==> config.mk <==
export PLATFORM = sky130hd
export DESIGN_NAME = serial_word_receiver
export DESIGN_NICKNAME = d
export VERILOG_FILES = /design/src/rtl/serial_rx_pkg.sv /design/src/rtl/bit_synchronizer.sv /design/src/rtl/serial_word_receiver.sv
export SDC_FILE = /design/constraint.sdc
export NUM_CORES = 1
export LEC_CHECK = 0
export ABC_AREA = 1
export ABC_CLOCK_PERIOD_IN_PS = 1200
export CORE_ASPECT_RATIO = 1.4
export CORE_MARGIN = 4
export CORE_UTILIZATION = 45
export CTS_CLUSTER_DIAMETER = 50
export DETAILED_ROUTE_END_ITERATION = 10
export PLACE_DENSITY = 0.71
export SLEW_MARGIN = 20
export SYNTH_ARGS = -nofsm -noshare
export SYNTH_HDL_FRONTEND = slang
export SYNTH_HIERARCHICAL = 1
export SYNTH_SLANG_ARGS = --single-unit
==> constraint.sdc <==
create_clock -name clock -period 1.2 [get_ports clock]
set_input_delay 0.36 -clock clock [delete_from_list [all_inputs] [get_ports clock]]
set_output_delay 0.36 -clock clock [all_outputs]
set_load 0.005 [all_outputs]
==> src/rtl/serial_rx_pkg.sv <==
// Shared types and defaults for the serial word receiver: FSM state encoding
// and the default word width / synchroniser depth.
package serial_rx_pkg;

  typedef enum logic [1:0] {
    ST_IDLE     = 2'd0,
    ST_SHIFT    = 2'd1,
    ST_STORE    = 2'd2,
    ST_WAIT_END = 2'd3
  } rx_state_t;

  localparam int DEFAULT_WORD_WIDTH  = 24;
  localparam int DEFAULT_SYNC_STAGES = 2;

endpackage

==> src/rtl/bit_synchronizer.sv <==
// Multi-flop synchroniser for one asynchronous input, with synchronous active-low clear.
module bit_synchronizer #(
  parameter int STAGES = 2
) (
  input  logic clock,
  input  logic clear_n,
  input  logic async_in,
  output logic sync_out
);

  logic [STAGES-1:0] sync_q;

  always_ff @(posedge clock) begin
    if (!clear_n) begin
      sync_q <= '0;
    end else begin
      sync_q <= {sync_q[STAGES-2:0], async_in};
    end
  end

  assign sync_out = sync_q[STAGES-1];

endmodule

==> src/rtl/serial_word_receiver.sv <==
// Synchronises framed serial words, deserialises them MSB-first and strobes each word into a FIFO.
// Optional WORD_PARITY_EN adds a trailing even-parity bit per word and a sticky parity_error output.
module serial_word_receiver
  import serial_rx_pkg::*;
#(
  parameter int WORD_WIDTH  = DEFAULT_WORD_WIDTH,
  parameter int SYNC_STAGES = DEFAULT_SYNC_STAGES
) (
  input  logic                  clock,
  input  logic                  reset_n,
  input  logic                  serial_clock,
  input  logic                  serial_frame,
  input  logic                  serial_data,
  input  logic                  fifo_full,
  output logic                  write_data,
  output logic [WORD_WIDTH-1:0] data_out,
  output logic                  busy,
  output logic                  overflow,
  output logic                  frame_error,
`ifdef WORD_PARITY_EN
  output logic                  parity_error,
`endif
  input  logic                  clear_errors,
  output rx_state_t             fsm_state
);

`ifdef WORD_PARITY_EN
  localparam int FRAME_BITS = WORD_WIDTH + 1;
`else
  localparam int FRAME_BITS = WORD_WIDTH;
`endif
  localparam int CNT_W = $clog2(WORD_WIDTH + 2);
  localparam logic [CNT_W-1:0] LAST_IDX = CNT_W'(FRAME_BITS - 1);

  logic sclk_s, frame_s, data_s;
  logic sclk_prev, sclk_rise;

  rx_state_t state, state_next;
  logic [CNT_W-1:0]      bit_cnt;
  logic [WORD_WIDTH-1:0] shreg;
  logic last_bit;
  logic parity_ok;

  logic cnt_clr, shift_en, do_write;
  logic set_overflow, set_frame_error;
`ifdef WORD_PARITY_EN
  localparam logic [CNT_W-1:0] WORD_CNT = CNT_W'(WORD_WIDTH);
  logic parity_bit;
  logic set_parity_error;
`endif

  bit_synchronizer #(.STAGES(SYNC_STAGES)) u_sync_sclk (
    .clock(clock), .clear_n(reset_n), .async_in(serial_clock), .sync_out(sclk_s)
  );
  bit_synchronizer #(.STAGES(SYNC_STAGES)) u_sync_frame (
    .clock(clock), .clear_n(reset_n), .async_in(serial_frame), .sync_out(frame_s)
  );
  bit_synchronizer #(.STAGES(SYNC_STAGES)) u_sync_data (
    .clock(clock), .clear_n(reset_n), .async_in(serial_data), .sync_out(data_s)
  );

  always_ff @(posedge clock) begin
    if (!reset_n) begin
      sclk_prev <= 1'b0;
    end else begin
      sclk_prev <= sclk_s;
    end
  end

  assign sclk_rise = sclk_s & ~sclk_prev;
  assign last_bit  = sclk_rise && (bit_cnt == LAST_IDX);

`ifdef WORD_PARITY_EN
  assign parity_ok = ~(^shreg ^ parity_bit);
`else
  assign parity_ok = 1'b1;
`endif

  // State register
  always_ff @(posedge clock) begin
    if (!reset_n) begin
      state <= ST_IDLE;
    end else begin
      state <= state_next;
    end
  end

  // Next-state logic; a frame held high after STORE parks in WAIT_END until it drops.
  always_comb begin
    state_next = state;
    case (state)
      ST_IDLE:     if (frame_s) state_next = ST_SHIFT;
      ST_SHIFT: begin
        if (last_bit)      state_next = ST_STORE;
        else if (!frame_s) state_next = ST_IDLE;
      end
      ST_STORE:    state_next = ST_WAIT_END;
      ST_WAIT_END: if (!frame_s) state_next = ST_IDLE;
      default:     state_next = ST_IDLE;
    endcase
  end

  // Output logic. write_data is a one-cycle push strobe: the FIFO accepts it whenever
  // fifo_full was low in the STORE cycle; a full FIFO drops the word and sets overflow.
  always_comb begin
    cnt_clr         = 1'b0;
    shift_en        = 1'b0;
    do_write        = 1'b0;
    set_overflow    = 1'b0;
    set_frame_error = 1'b0;
`ifdef WORD_PARITY_EN
    set_parity_error = 1'b0;
`endif
    busy            = (state != ST_IDLE);
    fsm_state       = state;
    case (state)
      ST_IDLE:  cnt_clr = 1'b1;
      ST_SHIFT: begin
        shift_en        = sclk_rise;
        set_frame_error = !frame_s && !last_bit;
      end
      ST_STORE: begin
        do_write     = parity_ok && !fifo_full;
        set_overflow = parity_ok && fifo_full;
`ifdef WORD_PARITY_EN
        set_parity_error = !parity_ok;
`endif
      end
      default: ;
    endcase
  end

  always_ff @(posedge clock) begin
    if (!reset_n) begin
      bit_cnt <= '0;
      shreg   <= '0;
    end else if (cnt_clr) begin
      bit_cnt <= '0;
    end else if (shift_en) begin
      bit_cnt <= bit_cnt + CNT_W'(1);
`ifdef WORD_PARITY_EN
      if (bit_cnt < WORD_CNT) shreg <= {shreg[WORD_WIDTH-2:0], data_s};
`else
      shreg <= {shreg[WORD_WIDTH-2:0], data_s};
`endif
    end
  end

`ifdef WORD_PARITY_EN
  always_ff @(posedge clock) begin
    if (!reset_n) begin
      parity_bit <= 1'b0;
    end else if (shift_en && (bit_cnt == WORD_CNT)) begin
      parity_bit <= data_s;
    end
  end
`endif

  always_ff @(posedge clock) begin
    if (!reset_n) begin
      write_data <= 1'b0;
      data_out   <= '0;
    end else begin
      write_data <= do_write;
      if (do_write) data_out <= shreg;
    end
  end

  // Sticky flags: a set in the same cycle as clear_errors wins.
  always_ff @(posedge clock) begin
    if (!reset_n) begin
      overflow    <= 1'b0;
      frame_error <= 1'b0;
    end else begin
      overflow    <= set_overflow | (overflow & ~clear_errors);
      frame_error <= set_frame_error | (frame_error & ~clear_errors);
    end
  end

`ifdef WORD_PARITY_EN
  always_ff @(posedge clock) begin
    if (!reset_n) begin
      parity_error <= 1'b0;
    end else begin
      parity_error <= set_parity_error | (parity_error & ~clear_errors);
    end
  end
`endif

endmodule

==> tab_implementation.tex, run 1 <==
\begin{tabular}{lr}
\hline
Metric & Value \\
\hline
\multicolumn{2}{l}{\textbf{Outcome}} \\
\quad Status & finished with violations \\
\quad Violated checks & negative setup slack \\
\multicolumn{2}{l}{\textbf{Logic synthesis}} \\
\quad Fraction of synthesized cell area taken by the top area cell type & roughly 55\% \\
\quad Number of standard cells after synthesis & slightly below 300 \\
\quad Cell taking the most area after synthesis & dfxtp\_1 \\
\quad Cell types occupying the most area after synthesis & dfxtp\_1 55\%, nor2\_1 9.2\%, o21ai\_0 7.8\% \\
\quad Count of distinct cell types in the synthesized netlist & 19 \\
\quad Yosys Warn Count & 6 \\
\quad Cell Area, Synth & between 2000 and 2500 sq um \\
\quad Synth Net Count & $\sim$300 \\
\quad Register area share after synthesis & between 50\% and 60\% \\
\quad Avg Cell Area, Syn & around 8 sq um \\
\quad Number of storage elements in the synthesis netlist & 65 \\
\multicolumn{2}{l}{\textbf{Timing}} \\
\quad Share of the clock period used by the worst path after layout & 111.8\% \\
\quad Final Hold Fails & 0 \\
\quad Slew at the pin closest to its max-slew limit & between 0.2 and 0.3 ns \\
\quad Worst-case headroom to the max-slew limit & approximately four fifths \\
\quad Unrepaired setup endpoints after global routing & yes \\
\quad Final total negative setup slack & -4.752 ns \\
\quad Final min period & roughly 1.3 ns \\
\quad Number of max-slew violations in the final report & 0 \\
\quad Fmax & between 700 and 800 MHz \\
\quad Final clock skew & between 0.009 and 0.01 ns \\
\quad Final setup violating endpoints & 55 \\
\quad Min setup slack post-route & -0.1419 ns \\
\multicolumn{2}{l}{\textbf{Final layout}} \\
\quad Leading cell type in the layout, fill and taps excluded & nor2\_1 \\
\quad Post-layout net count & $\sim$380 \\
\quad Ant diodes & 0 \\
\quad Total area of multi-input combinational cells & about 1000 sq um \\
\quad Share of post-route cells with drive strength above 1 & between 40\% and 50\% \\
\quad Most frequent cells in the layout & 56 x nor2\_1, 43 x inv\_1, 38 x o21ai\_2 \\
\quad Synth-to-Final Area Change & 50.77\% \\
\quad Sequential cell area & around 1300 sq um \\
\quad Layout filler cell count & $\sim$380 \\
\multicolumn{2}{l}{\textbf{Power}} \\
\quad Internal power of the cells & $\sim$3300 uW \\
\quad Tot Pwr & between 4000 and 5000 uW \\
\quad Clock share of power & between 40\% and 50\% \\
\quad Sw Ratio & between 20\% and 30\% \\
\quad Part of the power in registers & between 50\% and 60\% \\
\quad Cell area power density & 1188 nW/um\^{}2 \\
\quad Leakage power of the design & 0.001517 uW \\
\quad Net switching power & roughly 950 uW \\
\quad Fraction of power consumed by combinational cells & approximately 4.8\% \\
\quad Worst ir drop on vdd & about 1000 uV \\
\multicolumn{2}{l}{\textbf{Routing}} \\
\quad Drt total wl & 5974 um \\
\quad Remaining antenna violation count after routing & 0 \\
\quad DR DRC count & 0 \\
\quad First-pass detailed-route iteration total & 4 \\
\quad Vias per Instance & around 5 \\
\quad Mean routed wirelength per cell & between 10 and 15 um \\
\quad Total via count in the routed design & around 2200 \\
\quad Starting DRT DRC Count & between 100 and 150 \\
\multicolumn{2}{l}{\textbf{Global routing}} \\
\quad Via count of the first global-routing pass & 2084 \\
\quad Overall global routing resource usage & between 10\% and 20\% \\
\quad Initial antenna violation count & 0 \\
\quad Largest net degree at the start of global routing & 36 \\
\quad Global-route wire length before repair & around 9500 um \\
\quad Global route total overflow & 0 \\
\multicolumn{2}{l}{\textbf{Floorplan}} \\
\quad Die Ht & 93.71 um \\
\quad Starting Density & roughly 48\% \\
\quad Die width & around 69 um \\
\quad Core Region & approximately 5000 sq um \\
\quad Total number of placement rows & 30 \\
\quad Top-Level Pins & 37 \\
\quad Area of the die & 6486 sq um \\
\multicolumn{2}{l}{\textbf{CTS}} \\
\quad Clock tree from TritonCTS & built \\
\quad Clock root cell & clkbuf\_8 \\
\quad Register clock-pin slew on the reported worst setup and hold paths & approximately 0.070 ns \\
\quad Clock latency on the worst-skew pair & 0.33 ns \\
\quad Number of hold-repair buffers added at the cts stage & 0 \\
\quad Number of CTS-inserted buffers & 9 \\
\quad Clock Sink Count & 65 \\
\quad Max Buffers Root-to-Sink & 2 \\
\quad H-Tree Level Count & 3 \\
\multicolumn{2}{l}{\textbf{Critical path}} \\
\quad Startpoint-to-endpoint class of the critical path & register to register \\
\quad Count of cells along the worst register-to-register path & 8 \\
\quad Setup slack of the worst register-to-register path & -0.14 ns \\
\quad Critical-path maximum fanout & 5 \\
\quad Nature of the critical path startpoint & register \\
\quad Required time of the critical path & 1.42 ns \\
\quad Arrival @ worst endpoint & between 1.5 and 2 ns \\
\quad Worst Setup End Kind & register \\
\multicolumn{2}{l}{\textbf{Place}} \\
\quad Number of input and output port buffers inserted & 36 \\
\quad Hpwl dp & between 3000 and 4000 um \\
\quad Final GP Congestion & 0.8148 \\
\multicolumn{2}{l}{\textbf{Job}} \\
\quad Number of maximum-capacitance constraint violations & 0 \\
\multicolumn{2}{l}{\textbf{Min path}} \\
\quad Hold crit path type & register to register \\
\quad Worst hold path stage count & 2 \\
\hline
\end{tabular}
metrics by stage:
| stage | instances | util [%] | worst slack (ns) | hold WS, ns | instance area (sq um) |
|---|---|---|---|---|---|
| after floorplan | 298 | - | 0.06875 | 0.3900 | 2361 |
| after global placement | 400 | 58.13 | -0.3810 | 0.3919 | 2880 |
| after detailed placement | 400 | 58.13 | -0.4168 | 0.4025 | 2880 |
| after CTS | 436 | 69.52 | -0.1178 | 0.4206 | 3445 |
| after global routing | 436 | 71.84 | -0.2121 | 0.4505 | 3560 |
| final | 436 | 71.84 | -0.1419 | 0.4203 | 3560 |
power by group through the flow:
stage          Combinational, uW  Clock [uW]  Sequential, uW
6_report                     201        1840            2190
4_1_cts                      184        1850            2190
3_5_place_dp                 145           0            2230
5_1_grt                      220        1970            2190
3_3_place_gp                 143           0            2230
2_1_floorplan               83.7           0            2230
metal layers:
metal	GRT usage, %	part of all wire, %
met4	9.283	3.0
met1	19.48	38
met2	33.92	54
met3	5.567	4.5
met5	0	0
worst max-delay path: stages, from the launching register on:
cell       delay, ns
dfxtp_2         0.33
buf_6           0.11
buf_6           0.11
inv_6           0.06
nand3b_4        0.12
buf_8           0.18
clkbuf_16       0.16
o21ai_2         0.10
a21oi_1         0.05
kinds of logic (layout without fill, tap and decap cells):
| logic type | Yosys count | count (layout) | synth area share (%) |
|---|---|---|---|
| simple gates | 88 | 88 | 15.21 |
| flops | 65 | 65 | 55.11 |
| buf+inv | 60 | 134 | 11.34 |
| fa+ha+maj | 1 | 1 | 0.5299 |
| compound gates | 84 | 84 | 17.81 |
registers in the layout (all words and copies together) (netlist names):
register,flops
data_out,24
shreg,24
bit_cnt,5
fsm_state,2
u_sync_data/sync_q,2
u_sync_frame/sync_q,2
u_sync_sclk/sync_q,2
frame_error,1
overflow,1
sclk_prev,1
write_data,1
final timing paths:
path / end / startpoint
max: data_out[4] / fsm_state[0]
min: u_sync_sclk/sync_q[1] / u_sync_sclk/sync_q[0]
max reg2reg: data_out[4] / fsm_state[0]
min reg2reg: u_sync_sclk/sync_q[1] / u_sync_sclk/sync_q[0]
cell usage after synthesis:
master,n
inv_2,2
nand3_1,5
ha_1,1
inv_1,43
dfxtp_1,65
clkbuf_1,4
nand4_1,1
nand3b_2,1
buf_6,4
a21oi_1,32
o21ai_1,15
buf_4,2
buf_1,1
o21ai_0,37
nor2_2,4
nor2_1,58
nand2_2,1
nand2_1,18
buf_2,4
timing repair:
| item | 4_1_cts | 5_1_grt |
|---|---|---|
| gates cloned | 6 | 2 |
| gates resized for setup | 243 | 24 |
| endpoints found under the setup margin | 78 | 60 |
| pin swaps | 10 | 6 |
| buffers inserted | 14 | 1 |
layout make-up:
class / count / share of cell area (%)
tap: 64 / 2.250
clock inverter: 5 / 1.547
multi-input combinational: 173 / 28.82
sequential: 65 / 37.57
timing repair buffer: 73 / 20.95
inverter: 45 / 4.886
clock buffer: 11 / 3.972
Power figures use the tool's default switching activity.
==> run 2, diff against run 1 <==
--- a/config.mk
+++ b/config.mk
@@ -12,6 +12,7 @@
 export CORE_UTILIZATION = 45
 export CTS_CLUSTER_DIAMETER = 50
 export DETAILED_ROUTE_END_ITERATION = 10
+export GPL_ROUTABILITY_DRIVEN = 0
 export PLACE_DENSITY = 0.71
 export SLEW_MARGIN = 20
 export SYNTH_ARGS = -nofsm -noshare
==> results of run 2 <==
Final layout, timing and power as in run 1 (identical DEF).
==> run 3, diff against run 2 <==
--- a/config.mk
+++ b/config.mk
@@ -7,13 +7,13 @@
 export LEC_CHECK = 0
 export ABC_AREA = 1
 export ABC_CLOCK_PERIOD_IN_PS = 1200
-export CORE_ASPECT_RATIO = 1.4
 export CORE_MARGIN = 4
 export CORE_UTILIZATION = 45
 export CTS_CLUSTER_DIAMETER = 50
 export DETAILED_ROUTE_END_ITERATION = 10
 export GPL_ROUTABILITY_DRIVEN = 0
 export PLACE_DENSITY = 0.71
+export RECOVER_POWER = 100
 export SLEW_MARGIN = 20
 export SYNTH_ARGS = -nofsm -noshare
 export SYNTH_HDL_FRONTEND = slang
==> tab_implementation.tex, run 3 (synthesized netlist as in run 1, its figures left out) <==
\begin{tabular}{lr}
\hline
Metric & Value \\
\hline
\multicolumn{2}{l}{\textbf{Power}} \\
\quad Internal power of the cells & 2953 uW (-9.9\%) \\
\quad Part of the power in registers & 57.9\% (+6.2 points) \\
\quad Net switching power & 823.3 uW (-13\%) \\
\quad Cell area power density & 1188 nW/um\^{}2 (about the same) \\
\quad Fraction of power consumed by combinational cells & 4.6\% (-0.2 points) \\
\quad Tot Pwr & 3776 uW (-11\%) \\
\quad Leakage power of the design & 0.001341 uW (-12\%) \\
\quad Clock share of power & 37.5\% (-6.0 points) \\
\quad Sw Ratio & 21.80\% (-0.70 points) \\
\quad Worst ir drop on vdd & 873.0 uV (-15\%) \\
\multicolumn{2}{l}{\textbf{Final layout}} \\
\quad Leading cell type in the layout, fill and taps excluded & nor2\_1 \\
\quad Non-filler instance count after layout & 423 (-3.0\%) \\
\quad Fin area & 3179 sq um (-11\%) \\
\quad Most frequent cells in the layout & 57 x nor2\_1, 53 x dfxtp\_1, 43 x inv\_1 \\
\quad Synth-to-Final Area Change & 34.66\% \\
\quad Post-layout net count & 360 (-4.0\%) \\
\quad Largest registers & data\_out x24, shreg x24, bit\_cnt x5 \\
\quad Share of post-route cells with drive strength above 1 & 33.14\% (-13 points) \\
\quad Ant diodes & 0 (unchanged) \\
\multicolumn{2}{l}{\textbf{Routing}} \\
\quad Starting DRT DRC Count & 144 (+37\%) \\
\quad Drt total wl & 5094 um (-15\%) \\
\quad First-pass detailed-route iteration total & 4 (unchanged) \\
\quad DR DRC count & 0 (unchanged) \\
\quad Total via count in the routed design & 2069 (-6.0\%) \\
\quad Mean routed wirelength per cell & 12.04 um (-12\%) \\
\quad Remaining antenna violation count after routing & 0 (unchanged) \\
\quad Vias per Instance & 4.891 (-3.1\%) \\
\multicolumn{2}{l}{\textbf{Floorplan}} \\
\quad Die Ht & 80.44 um (-14\%) \\
\quad Starting Density & 46.23\% (-1.4 points) \\
\quad Core Region & 5107 sq um (+3.1\%) \\
\quad Top-Level Pins & 37 (unchanged) \\
\quad Total number of placement rows & 26 (-13\%) \\
\quad Die width & 80.44 um (+16\%) \\
\quad Area of the die & 6470 sq um (-0.25\%) \\
\multicolumn{2}{l}{\textbf{Place}} \\
\quad Number of placed instances with taps included & 400 (unchanged) \\
\quad Hpwl dp & 2652 um (-12\%) \\
\quad Number of input and output port buffers inserted & 36 (unchanged) \\
\quad Cell area after placement & 2843 sq um (-1.3\%) \\
\multicolumn{2}{l}{\textbf{Timing}} \\
\quad Min setup slack post-route & -0.08783 ns (+0.05408 ns) \\
\quad Unrepaired setup endpoints after global routing & yes \\
\quad Slew at the pin closest to its max-slew limit & 0.3007 ns (+0.003542 ns) \\
\quad Fmax & 776.5 MHz (+4.2\%) \\
\quad Min Hold Slack & 0.4093 ns (-0.01096 ns) \\
\quad Final setup violating endpoints & 38 (-31\%) \\
\quad Final min period & 1.288 ns (-0.05408 ns) \\
\quad Final Hold Fails & 0 (unchanged) \\
\quad Number of max-slew violations in the final report & 0 (unchanged) \\
\quad Final clock skew & 0.006532 ns (-0.002803 ns) \\
\quad Final total negative setup slack & -0.7093 ns (+4.043 ns) \\
\quad Worst-case headroom to the max-slew limit & 79.96\% (-0.24 points) \\
\quad Share of the clock period used by the worst path after layout & 107.3\% (-4.5 points) \\
\multicolumn{2}{l}{\textbf{Critical path}} \\
\quad CP max stage cell & dfxtp\_2 \\
\quad Startpoint-to-endpoint class of the critical path & register to primary output \\
\quad Required time of the critical path & 0.84 ns (-0.58 ns) \\
\quad Critical-path maximum fanout & 3 (-2) \\
\quad Cell-by-cell trace of the critical path & nor2\_2 -> inv\_1 -> buf\_2 \\
\quad Nature of the critical path startpoint & register \\
\quad Arrival @ worst endpoint & 0.93 ns (-0.64 ns) \\
\quad Crit-path max cell delay & 0.33 ns (about the same) \\
\quad Worst Setup End Kind & primary output \\
\quad Setup slack of the worst register-to-register path & -0.04 ns (+0.10 ns) \\
\quad R2R Path End & data\_out[19] \\
\quad Count of cells along the worst register-to-register path & 6 (-2) \\
\quad Critical register-to-register path startpoint & fsm\_state[0] \\
\multicolumn{2}{l}{\textbf{Job}} \\
\quad Number of maximum-capacitance constraint violations & 0 (unchanged) \\
\multicolumn{2}{l}{\textbf{CTS}} \\
\quad H-Tree Level Count & 3 (unchanged) \\
\quad Max Buffers Root-to-Sink & 2 (unchanged) \\
\quad Clock tree from TritonCTS & built \\
\quad Clock root cell & clkbuf\_8 \\
\quad Number of hold-repair buffers added at the cts stage & 0 (unchanged) \\
\quad Number of CTS-inserted buffers & 9 (unchanged) \\
\quad Clock Sink Count & 65 (unchanged) \\
\quad Register clock-pin slew on the reported worst setup and hold paths & 0.06 ns (about the same) \\
\quad Clock latency on the worst-skew pair & 0.33 ns (about the same) \\
\multicolumn{2}{l}{\textbf{Min path}} \\
\quad Worst hold path stage count & 2 (unchanged) \\
\quad Capture endpoint of the worst hold path & u\_sync\_data/sync\_q[1] \\
\quad Hold crit path type & register to register \\
\quad Hold Crit Start & u\_sync\_data/sync\_q[0] \\
\multicolumn{2}{l}{\textbf{Global routing}} \\
\quad Initial antenna violation count & 0 (unchanged) \\
\quad Global route total overflow & 0 (unchanged) \\
\quad Overall global routing resource usage & 15.12\% (-3.6 points) \\
\quad Via count of the first global-routing pass & 1753 (-16\%) \\
\quad Global-route wire length before repair & 7555 um (-20\%) \\
\quad Largest net degree at the start of global routing & 56 (+56\%) \\
\multicolumn{2}{l}{\textbf{Outcome}} \\
\quad Status & finished with violations \\
\quad Violated checks & negative setup slack \\
\hline
\end{tabular}
## run 3: cell count changes in the layout (fill, tap and decap cells not counted), moves of 5 or more
cell     before  now
dfxtp_1      36   53
a21oi_2      12    2
a21oi_1      19   30
buf_6        10    2
dfxtp_2      29   12
o21ai_2      38   30
buf_16        6    1
o21ai_0       2    7
## run 3: layout make-up
cell class,instances,area (sq um)
flip-flops and latches,65,1316
clock buffers,10,127.6
well taps,70,87.58
multi-input cells,173,952.2
repair buffers,58,511.7
fillers,472,1928
clock inverters,2,10.01
inverters,45,173.9
## run 3: power groups by stage
stage          combinational (uW)  clock, uW  sequential, uW
2_1_floorplan                83.7          0            2230
3_3_place_gp                  138          0            2230
3_5_place_dp                  140          0            2230
4_1_cts                       145       1440            2180
5_1_grt                       194       1530            2190
6_report                      174       1420            2190
## run 3: routing by layer
layer / GRT usage, % / part of all wire [%] / vias up
met5: 0 / 0 / -
met4: 8.108 / 1.1 / 0
met3: 3.363 / 6.1 / 7
met2: 24.59 / 51 / 54
met1: 18.53 / 42 / 964
li1: - / - / 1044
## run 3: through the flow
stage	setup WS (ns)	util, %
3_5_place_dp	-0.3780	55.66
2_1_floorplan	0.06875	-
4_1_cts	-0.1050	58.75
3_3_place_gp	-0.3597	55.66
6_report	-0.08783	62.25
5_1_grt	-0.1510	62.25
## run 3: timing repair
action,4_1_cts,5_1_grt
pin swaps,2,3
resized for setup,154,66
setup endpoints to repair,55,56
gates cloned,2,3
setup buffers,5,1
## run 3: worst max path at each step
| stage | from | to | slack (ns) | cells past startpoint |
|---|---|---|---|---|
| after floorplan | fsm_state[0] | shreg[15] | 0.07 | 6 |
| after global placement | fifo_full | data_out[13] | -0.36 | 5 |
| after detailed placement | fifo_full | data_out[13] | -0.38 | 5 |
| after CTS | fsm_state[0] | busy | -0.11 | 3 |
| after global routing | fsm_state[0] | busy | -0.15 | 3 |
| final | fsm_state[0] | busy | -0.09 | 3 |
## run 3: worst max-delay path, delay by kind of cell (launching register included)
kind | cells | cell delay, ns
flops | 1 | 0.33
buf+inv | 2 | 0.16
simple gates | 1 | 0.11
